<file path="config.mk">
export PLATFORM = sky130hd
export DESIGN_NAME = alu_input_sequencer
export DESIGN_NICKNAME = d
export VERILOG_FILES = /design/src/rtl/alu_seq_pkg.sv /design/src/rtl/alu_input_sequencer_btn.sv /design/src/rtl/alu_input_sequencer.sv
export SDC_FILE = /design/constraint.sdc
export NUM_CORES = 1
export LEC_CHECK = 0
export ABC_AREA = 1
export BUFFER_PORTS_ARGS = -buffer_cell sky130_fd_sc_hd__buf_2
export CORE_MARGIN = 2
export CORE_UTILIZATION = 30
export DETAILED_ROUTE_END_ITERATION = 6
export RECOVER_POWER = 25
export SYNTH_ARGS = -nofsm -noshare
export SYNTH_HDL_FRONTEND = slang
export SYNTH_SLANG_ARGS = --single-unit
</file>
<file path="constraint.sdc">
create_clock -name clk -period 1.5 [get_ports clk]
set_clock_uncertainty 0.1 [all_clocks]
set_input_delay 0.15 -clock clk [delete_from_list [all_inputs] [get_ports clk]]
set_output_delay 0.15 -clock clk [all_outputs]
set_load 0.01 [all_outputs]
</file>
<file path="src/rtl/alu_seq_pkg.sv">
// Shared types and constants for the ALU input sequencer: FSM states,
// opcode limit and the ALU flag layout.
package alu_seq_pkg;

  localparam int unsigned OP_W  = 4;
  localparam int unsigned FLG_W = 4;

  localparam logic [OP_W-1:0] OP_MAX = 4'd9;

  localparam int unsigned FLG_NEG = 3;
  localparam int unsigned FLG_ZR  = 2;
  localparam int unsigned FLG_CRY = 1;
  localparam int unsigned FLG_OF  = 0;

  typedef enum logic [2:0] {
    ST_A    = 3'd0,
    ST_B    = 3'd1,
    ST_OP   = 3'd2,
    ST_EXEC = 3'd3,
    ST_SHOW = 3'd4
  } seq_state_t;

  typedef struct packed {
    logic neg;
    logic zr;
    logic cry;
    logic of;
  } alu_flags_t;

  // Map the raw ALU flag bus onto named fields.
  function automatic alu_flags_t unpack_flags(input logic [FLG_W-1:0] f);
    alu_flags_t r;
    r.neg = f[FLG_NEG];
    r.zr  = f[FLG_ZR];
    r.cry = f[FLG_CRY];
    r.of  = f[FLG_OF];
    return r;
  endfunction

  function automatic logic op_valid(input logic [OP_W-1:0] op);
    return op <= OP_MAX;
  endfunction

endpackage

</file>
<file path="src/rtl/alu_input_sequencer_btn.sv">
// Pushbutton conditioner: synchroniser, stable-level debounce and a
// single-cycle pulse on each accepted rising edge.
module btn_conditioner #(
  parameter int unsigned SYNC_STAGES = 2,
  parameter int unsigned DB_CYCLES   = 16
) (
  input  logic clk,
  input  logic rst,
  input  logic btn,
  output logic pulse
);

  localparam int unsigned CNT_W = $clog2(DB_CYCLES + 1);

  logic [SYNC_STAGES-1:0] sync_q;
  logic                   sync_lvl;
  logic                   sync_prev;
  logic [CNT_W-1:0]       cnt_q;
  logic                   accepted_q;
  logic                   accepted_d;
  logic                   stable;

  assign sync_lvl = sync_q[SYNC_STAGES-1];
  assign stable   = (sync_lvl == sync_prev);

  always_ff @(posedge clk) begin
    if (rst) begin
      sync_q     <= '0;
      sync_prev  <= 1'b0;
      cnt_q      <= '0;
      accepted_q <= 1'b0;
      accepted_d <= 1'b0;
      pulse      <= 1'b0;
    end else begin
      sync_q    <= (sync_q << 1) | SYNC_STAGES'(btn);
      sync_prev <= sync_lvl;
      // Any change of the synchronised level restarts the stability window.
      if (!stable) begin
        cnt_q <= '0;
      end else if (cnt_q != CNT_W'(DB_CYCLES)) begin
        cnt_q <= cnt_q + CNT_W'(1);
      end
      if (stable && (cnt_q == CNT_W'(DB_CYCLES - 1))) begin
        accepted_q <= sync_lvl;
      end
      accepted_d <= accepted_q;
      pulse      <= accepted_q & ~accepted_d;
    end
  end

endmodule

</file>
<file path="src/rtl/alu_input_sequencer.sv">
// Button-stepped operand/opcode loader for the lab-board ALU; captures the
// ALU result and flags one cycle after the operands are committed.
module alu_input_sequencer
  import alu_seq_pkg::*;
#(
  parameter int unsigned N           = 4,
  parameter int unsigned DB_CYCLES   = 16,
  parameter int unsigned SYNC_STAGES = 2
) (
  input  logic         clk,
  input  logic         rst,
  input  logic [N-1:0] sw,
  input  logic         btn_step,
  input  logic         btn_clear,
  output logic [N-1:0] alu_a,
  output logic [N-1:0] alu_b,
  output logic [3:0]   alu_s,
  input  logic [N-1:0] alu_result,
  input  logic [3:0]   alu_flags,
  output logic [N-1:0] res_q,
  output logic [3:0]   flags_q,
  output logic         res_valid,
  output logic         err_op,
  output logic [2:0]   state_o
);

  logic step_p;
  logic clear_p;

  btn_conditioner #(
    .SYNC_STAGES(SYNC_STAGES),
    .DB_CYCLES  (DB_CYCLES)
  ) u_step (
    .clk  (clk),
    .rst  (rst),
    .btn  (btn_step),
    .pulse(step_p)
  );

  btn_conditioner #(
    .SYNC_STAGES(SYNC_STAGES),
    .DB_CYCLES  (DB_CYCLES)
  ) u_clear (
    .clk  (clk),
    .rst  (rst),
    .btn  (btn_clear),
    .pulse(clear_p)
  );

  seq_state_t   state_q;
  seq_state_t   state_n;
  logic [N-1:0] a_n;
  logic [N-1:0] b_n;
  logic [3:0]   s_n;
  logic         err_n;
  logic [N-1:0] res_n;
  alu_flags_t   flags_r;
  alu_flags_t   flags_n;

  assign state_o = state_q;
  assign flags_q = flags_r;

  // Next-state and next-register values; clear overrides any step.
  always_comb begin
    state_n = state_q;
    a_n     = alu_a;
    b_n     = alu_b;
    s_n     = alu_s;
    err_n   = err_op;
    res_n   = res_q;
    flags_n = flags_r;
    if (clear_p) begin
      state_n = ST_A;
      a_n     = '0;
      b_n     = '0;
      s_n     = '0;
      err_n   = 1'b0;
    end else begin
      case (state_q)
        ST_A: begin
          if (step_p) begin
            a_n     = sw;
            state_n = ST_B;
          end
        end
        ST_B: begin
          if (step_p) begin
            b_n     = sw;
            state_n = ST_OP;
          end
        end
        ST_OP: begin
          if (step_p) begin
            if (op_valid(sw[3:0])) begin
              s_n     = sw[3:0];
              err_n   = 1'b0;
              state_n = ST_EXEC;
            end else begin
              err_n = 1'b1;
            end
          end
        end
        ST_EXEC: begin
          res_n   = alu_result;
          flags_n = unpack_flags(alu_flags);
          state_n = ST_SHOW;
        end
        ST_SHOW: begin
          if (step_p) begin
            state_n = ST_A;
          end
        end
        default: state_n = ST_A;
      endcase
    end
  end

  always_ff @(posedge clk) begin
    if (rst) begin
      state_q   <= ST_A;
      alu_a     <= '0;
      alu_b     <= '0;
      alu_s     <= '0;
      err_op    <= 1'b0;
      res_q     <= '0;
      flags_r   <= '0;
      res_valid <= 1'b0;
    end else begin
      state_q   <= state_n;
      alu_a     <= a_n;
      alu_b     <= b_n;
      alu_s     <= s_n;
      err_op    <= err_n;
      res_q     <= res_n;
      flags_r   <= flags_n;
      res_valid <= (state_n == ST_SHOW);
    end
  end

endmodule

</file>
## Yosys cells after proc, flatten, opt, wreduce, memory -nomap -nowiden

Index checks and enable logic that the tools add are counted.

| operators by class | value |
|---|---|
| equality and inequality tests | 11 |
| magnitude comparators | 1 |
| $add $sub $neg | 2 |
| mux-type cells | 8 |
| bitwise gates (word level) | 9 |
| reductions and logical operators | 11 |

Operators with widths:

| cell | count |
|---|---|
| two-way mux 3 bit | 6 |
| one-hot mux 3 bit (5 select lines) | 1 |
| adder 5 x 1 -> 5 bit (second input constant) | 2 |
| == test 5 x 4 -> 1 bit (second input constant) | 2 |
| inequality test 5 bit (second input constant) | 2 |
| AND reduction 2 bit | 4 |
| == test 3 x 2 -> 1 bit (second input constant) | 2 |
| == test 3 bit (second input constant) | 2 |
| OR reduction 2 bit | 3 |
| inverter 1 bit | 5 |
| less-or-equal comparator 4 bit (second input constant) | 1 |
| OR 2 x 1 -> 2 bit | 2 |
| == test 3 x 1 -> 1 bit (second input constant) | 1 |
| logical NOT 3 bit | 1 |
| AND reduction 3 bit | 1 |
| bitwise AND 1 bit | 2 |
| == test 1 bit | 2 |
| logical AND 1 bit | 2 |
| two-way mux 1 bit | 1 |

| storage, ports and cells | value |
|---|---|
| bits in registers | 47 |
| logic and storage cells | 65 |
| bits of input ports | 16 |
| output and inout port bits | 25 |

## Depth between registers and ports, before layout

| depth | value |
|---|---|
| depth after elaboration | 6 |
| gate-level depth with buffers | 8 |
| depth with buffers taken out | 8 |

## Hierarchy

Synthesis repeated with hierarchy kept, for this count alone.

| second synthesis, totals | value |
|---|---|
| cell total of the unflattened synthesis | 225 |
| area total of the unflattened synthesis | 1861.8 um2 |

Modules (own cells, without submodules):

| module | sequential area each (um2) | instances | area an instance (um2) | cells each |
|---|---|---|---|---|
| alu_input_sequencer | 500.5 | 1 | 953.4 | 119 |
| btn_conditioner | 220.2 | 2 | 454.2 | 53 |

## Worst setup path before layout

Ideal clock, no wire load.

| timing path | value |
|---|---|
| path kind | register to register |
| start point | reg u_clear.cnt_q[0] |
| end point | reg u_clear.accepted_q |
| setup slack | 0.235 ns |
| period minus slack after synthesis | 1.265 ns |
| buffers on the path | 0 |
| required time | 1.284 ns |
| data arrival time | 1.048 ns |
| stages on the path, launching flop included | 8 |
| library setup time | 0.116 ns |
| cell sequence | dfxtp_1 ha_1 nand2_1 nor2_1 ha_1 nand2_1 o211ai_1 inv_1 |

| on the way | value |
|---|---|
| word-level cells in the longest chain between the ends | 2 |

Ends and longest elaborated chain:

| element | RTL line | source |
|---|---|---|
| start: declaration | alu_input_sequencer_btn.sv:18 | `logic [CNT_W-1:0] cnt_q;` |
| start signal: assignment | alu_input_sequencer_btn.sv:41 | `cnt_q <= cnt_q + CNT_W'(1);` |
| == test 5 x 4 -> 1 bit | alu_input_sequencer_btn.sv:43 | `if (stable && (cnt_q == CNT_W'(DB_CYCLES - 1))) begin` |
| logical AND 1 bit | alu_input_sequencer_btn.sv:43 |  |
| end signal: assignment | alu_input_sequencer_btn.sv:44 | `accepted_q <= sync_lvl;` |
| end: declaration | alu_input_sequencer_btn.sv:19 | `logic accepted_q;` |

Every way passes these cells.
A chain may end at the register's enable or synchronous reset.

## Worst setup path in the final report

Ends and elaborated chain as after synthesis.

==> impl_metrics.toml <==
[drt]
drtIter0Drc = 88
vias = 1520
ant_nets = 0
vias_per_cell = 4.31
wl_per_cell_um = 9.45
routed_wl_mm = 3.34
drc = 0
drt_first_pass_iters = 4

[layout]
final_common_cell = "nor2_1"
multi_input_area_um2 = 743
antenna_cells = 0
seqCellArea_um2 = 941
n_fill_cell = 624
drive_above_1_share = 0.198
layout_common_cells = "nor2_1 (50), dfxtp_1 (47), buf_2 (32), inv_1 (29), nand2_1 (20)"
area.growth.synth_to_final_pct = 23.5
fin_cells = 353
nets = 299

[global_route]
grtUsageTotal = 0.106
gr-total-overflow = 0
grt_pass1_vias = 1333
grt_first_pass_wirelength_mm = 5.55
grt_max_degree = 16
antenna_found_initial = 0

[synth]
synth-seq-cells = 47
muxShareOfSynthArea = 0
synth_area_per_cell_um2 = 8.11
synth_compound_area_frac = 0.101
netlist_instances = 227
syn-num-nets = 249
yosysUniqueCellTypes = 27
synth_top_family_by_area = "simple AND/OR/NAND/NOR gates"
synth.yosys.seq_area_share = 0.511
yosysWarnings = 0
synthXorXnorAreaFrac = 0.0190
yosys.area_share.simple = 0.243
syn_area_mm2 = 0.00184
synthAdderAreaFrac = 0.0408

[sta]
worstMarginPinSlew_ns = 0.433
post-route-min-period_ns = 1.35
fmax_ghz = 0.740
setup_viol = 0
fin_crit_sh = 0.901
drv_slew = 0
setup_slack_ns = 0.148
hold_viol = 0
setup_tns_ns = 0
rsz0062_at_grt = "false"
max_slew_margin = 0.711

[floorplan]
core_mm2 = 0.00592
start_util = 0.311
dieWidth_um = 82.4
die_h_um = 82.4
rows = 28
io_pins = 41
die-area_mm2 = 0.00678

[setup_path]
crit_path_max_fanout = 5
worstSetupStartpointType = "register"
crit_buf_inv = 1
r2r-start = "u_clear.cnt_q[0]$_SDFFE_PP0P_"
required_ns = 1.59
critical_path.cell_chain = "ha_1 -> nand2_1 -> nor2_1 -> ha_1 -> nand2_1 -> o211ai_1 -> inv_1"
cpPeakStageDelay_ns = 0.40
cp_slowest_cell = "dfxtp_1"
worst_r2r_path_depth = 7
worstSetupEndpointType = "register"
critPathLaunch = "u_clear.cnt_q[0]$_SDFFE_PP0P_"
path_class = "register to register"
cp_top_family = "flip-flops"
rrSetupSlack_ns = 0.15
reg2reg_to = "u_clear.accepted_q$_SDFFE_PP0P_"
arrival_ns = 1.44

[power_and_ir_drop]
clockPowerShare = 0.395
p_comb_frac = 0.053
powerDensity_mw_per_mm2 = 1020
switching_share = 0.217
intPower_mw = 1.82
p_sw_mw = 0.503
ir_worst_vdd_mv = 0.375
p_seq_frac = 0.552
power.total_mw = 2.32
leakage_nw = 1.01

[cts]
cts_setup_buffers = 0
cts_sinks = 47
insertion_delay_ns = 0.30
ctsResizeCount = 0
htreeDepth = 2
cts-root-buf = "clkbuf_8"
tritoncts = "built"
cts-buffers-inserted = 5
cts_buffer_depth = 2
clk_transition_reported_paths_ns = 0.09

[outcome]
status = "finished clean"

[min_path]
hold_path_class = "input port to register"
holdCritStartpoint = "alu_result[3]"
min_path_cells = 3
min_to = "res_q[3]$_SDFFE_PP0P_"

[placed_design]
dp.cells = 339
io_buffers = 40
dp_hpwl_mm = 2.47
place_congestion = 0.787
dpl_worst_slack_ns = 0.147

[flow_run]
maxCapViolCount = 0
worst max-delay path by stage:
stage,to,cells after the start
2_1_floorplan,u_clear.accepted_q$_SDFFE_PP0P_,7
3_3_place_gp,u_clear.accepted_q$_SDFFE_PP0P_,7
3_5_place_dp,u_clear.accepted_q$_SDFFE_PP0P_,7
4_1_cts,u_clear.accepted_q$_SDFFE_PP0P_,7
5_1_grt,u_clear.accepted_q$_SDFFE_PP0P_,7
6_report,u_clear.accepted_q$_SDFFE_PP0P_,7
cell type report:
cell class	count	share of cell area
Sequential cell	47	0.414
Multi-Input combinational cell	143	0.327
Timing Repair Buffer	47	0.113
Inverter	33	0.0556
Tap cell	75	0.0413
Clock buffer	5	0.0303
Clock inverter	3	0.0193
stage by stage:
| stage | hold slack (ns) | util | instance area [um2] |
|---|---|---|---|
| final | 0.00590 | 0.384 | 2270 |
| after global routing | 0.0186 | 0.384 | 2270 |
| after CTS | 0.00240 | 0.386 | 2280 |
| after detailed placement | 0.257 | 0.357 | 2110 |
| after global placement | 0.263 | 0.357 | 2110 |
| after floorplan | 0.157 | - | 1840 |
cell usage after synthesis:
library cell / count / area share
nor2_1: 50 / 0.10
dfxtp_1: 47 / 0.51
inv_1: 29 / 0.059
nand2_1: 20 / 0.041
o21ai_0: 19 / 0.052
a21oi_1: 12 / 0.033
nand3_1: 9 / 0.024
ha_1: 6 / 0.041
nor3_1: 5 / 0.014
nand3b_1: 3 / 0.012
nor2_2: 3 / 0.010
nor2_4: 3 / 0.018
xor2_1: 3 / 0.014
buf_4: 2 / 0.0081
clkinv_2: 2 / 0.0054
inv_2: 2 / 0.0041
nand4_1: 2 / 0.0068
a211oi_1: 1 / 0.0041
a31oi_1: 1 / 0.0034
buf_2: 1 / 0.0027
buf_6: 1 / 0.0061
nand2_2: 1 / 0.0034
nand2_4: 1 / 0.0061
nand3_2: 1 / 0.0054
o211ai_1: 1 / 0.0041
o21ai_2: 1 / 0.0048
xnor2_1: 1 / 0.0048
kinds of logic after synthesis:
logic type                 count (synthesis)
buffers and inverters                     37
AOI/OAI and AO/OA                         35
xor gates and xnor gates                   4
adders and majority gates                  6
and+or+nand+nor                           98
DFF                                       47
timing repair:
item	CTS	global route
hold endpoints to repair	6	0
endpoints found under the setup margin	0	0
hold buffers	6	0
power groups by stage:
stage / registers [mW] / clock network (mW) / logic (mW)
after floorplan: 1.31 / 0 / 0.0808
after global placement: 1.31 / 0 / 0.111
after detailed placement: 1.31 / 0 / 0.113
after CTS: 1.28 / 0.958 / 0.125
after global routing: 1.29 / 1.01 / 0.143
final: 1.28 / 0.917 / 0.123
registers in the layout (all words and copies together), names as in the netlist:
name and flops:
u_step.sync_q 2, res_q 4, u_step.pulse 1, u_clear.accepted_q 1, u_step.accepted_d 1, alu_a 4
u_clear.pulse 1, res_valid 1, u_clear.sync_q 2, u_step.cnt_q 5, flags_q 4, err_op 1
u_clear.cnt_q 5, alu_b 4, u_step.accepted_q 1, u_clear.sync_prev 1, state_o 3, alu_s 4
u_step.sync_prev 1, u_clear.accepted_d 1
worst register-to-register path, stage by stage (launching register included):
cell and delay [ns]:
dfxtp_1 0.40, ha_1 0.19, nand2_1 0.07, nor2_1 0.09, ha_1 0.14, nand2_1 0.06
o211ai_1 0.15, inv_1 0.05
layer usage:
| metal | global-route usage | part of all wire |
|---|---|---|
| met5 | 0 | 0 |
| met4 | 0.0600 | 0.025 |
| met1 | 0.121 | 0.46 |
| met3 | 0.0239 | 0.049 |
| met2 | 0.179 | 0.47 |
No activity file was read; power rests on OpenSTA's default activity.
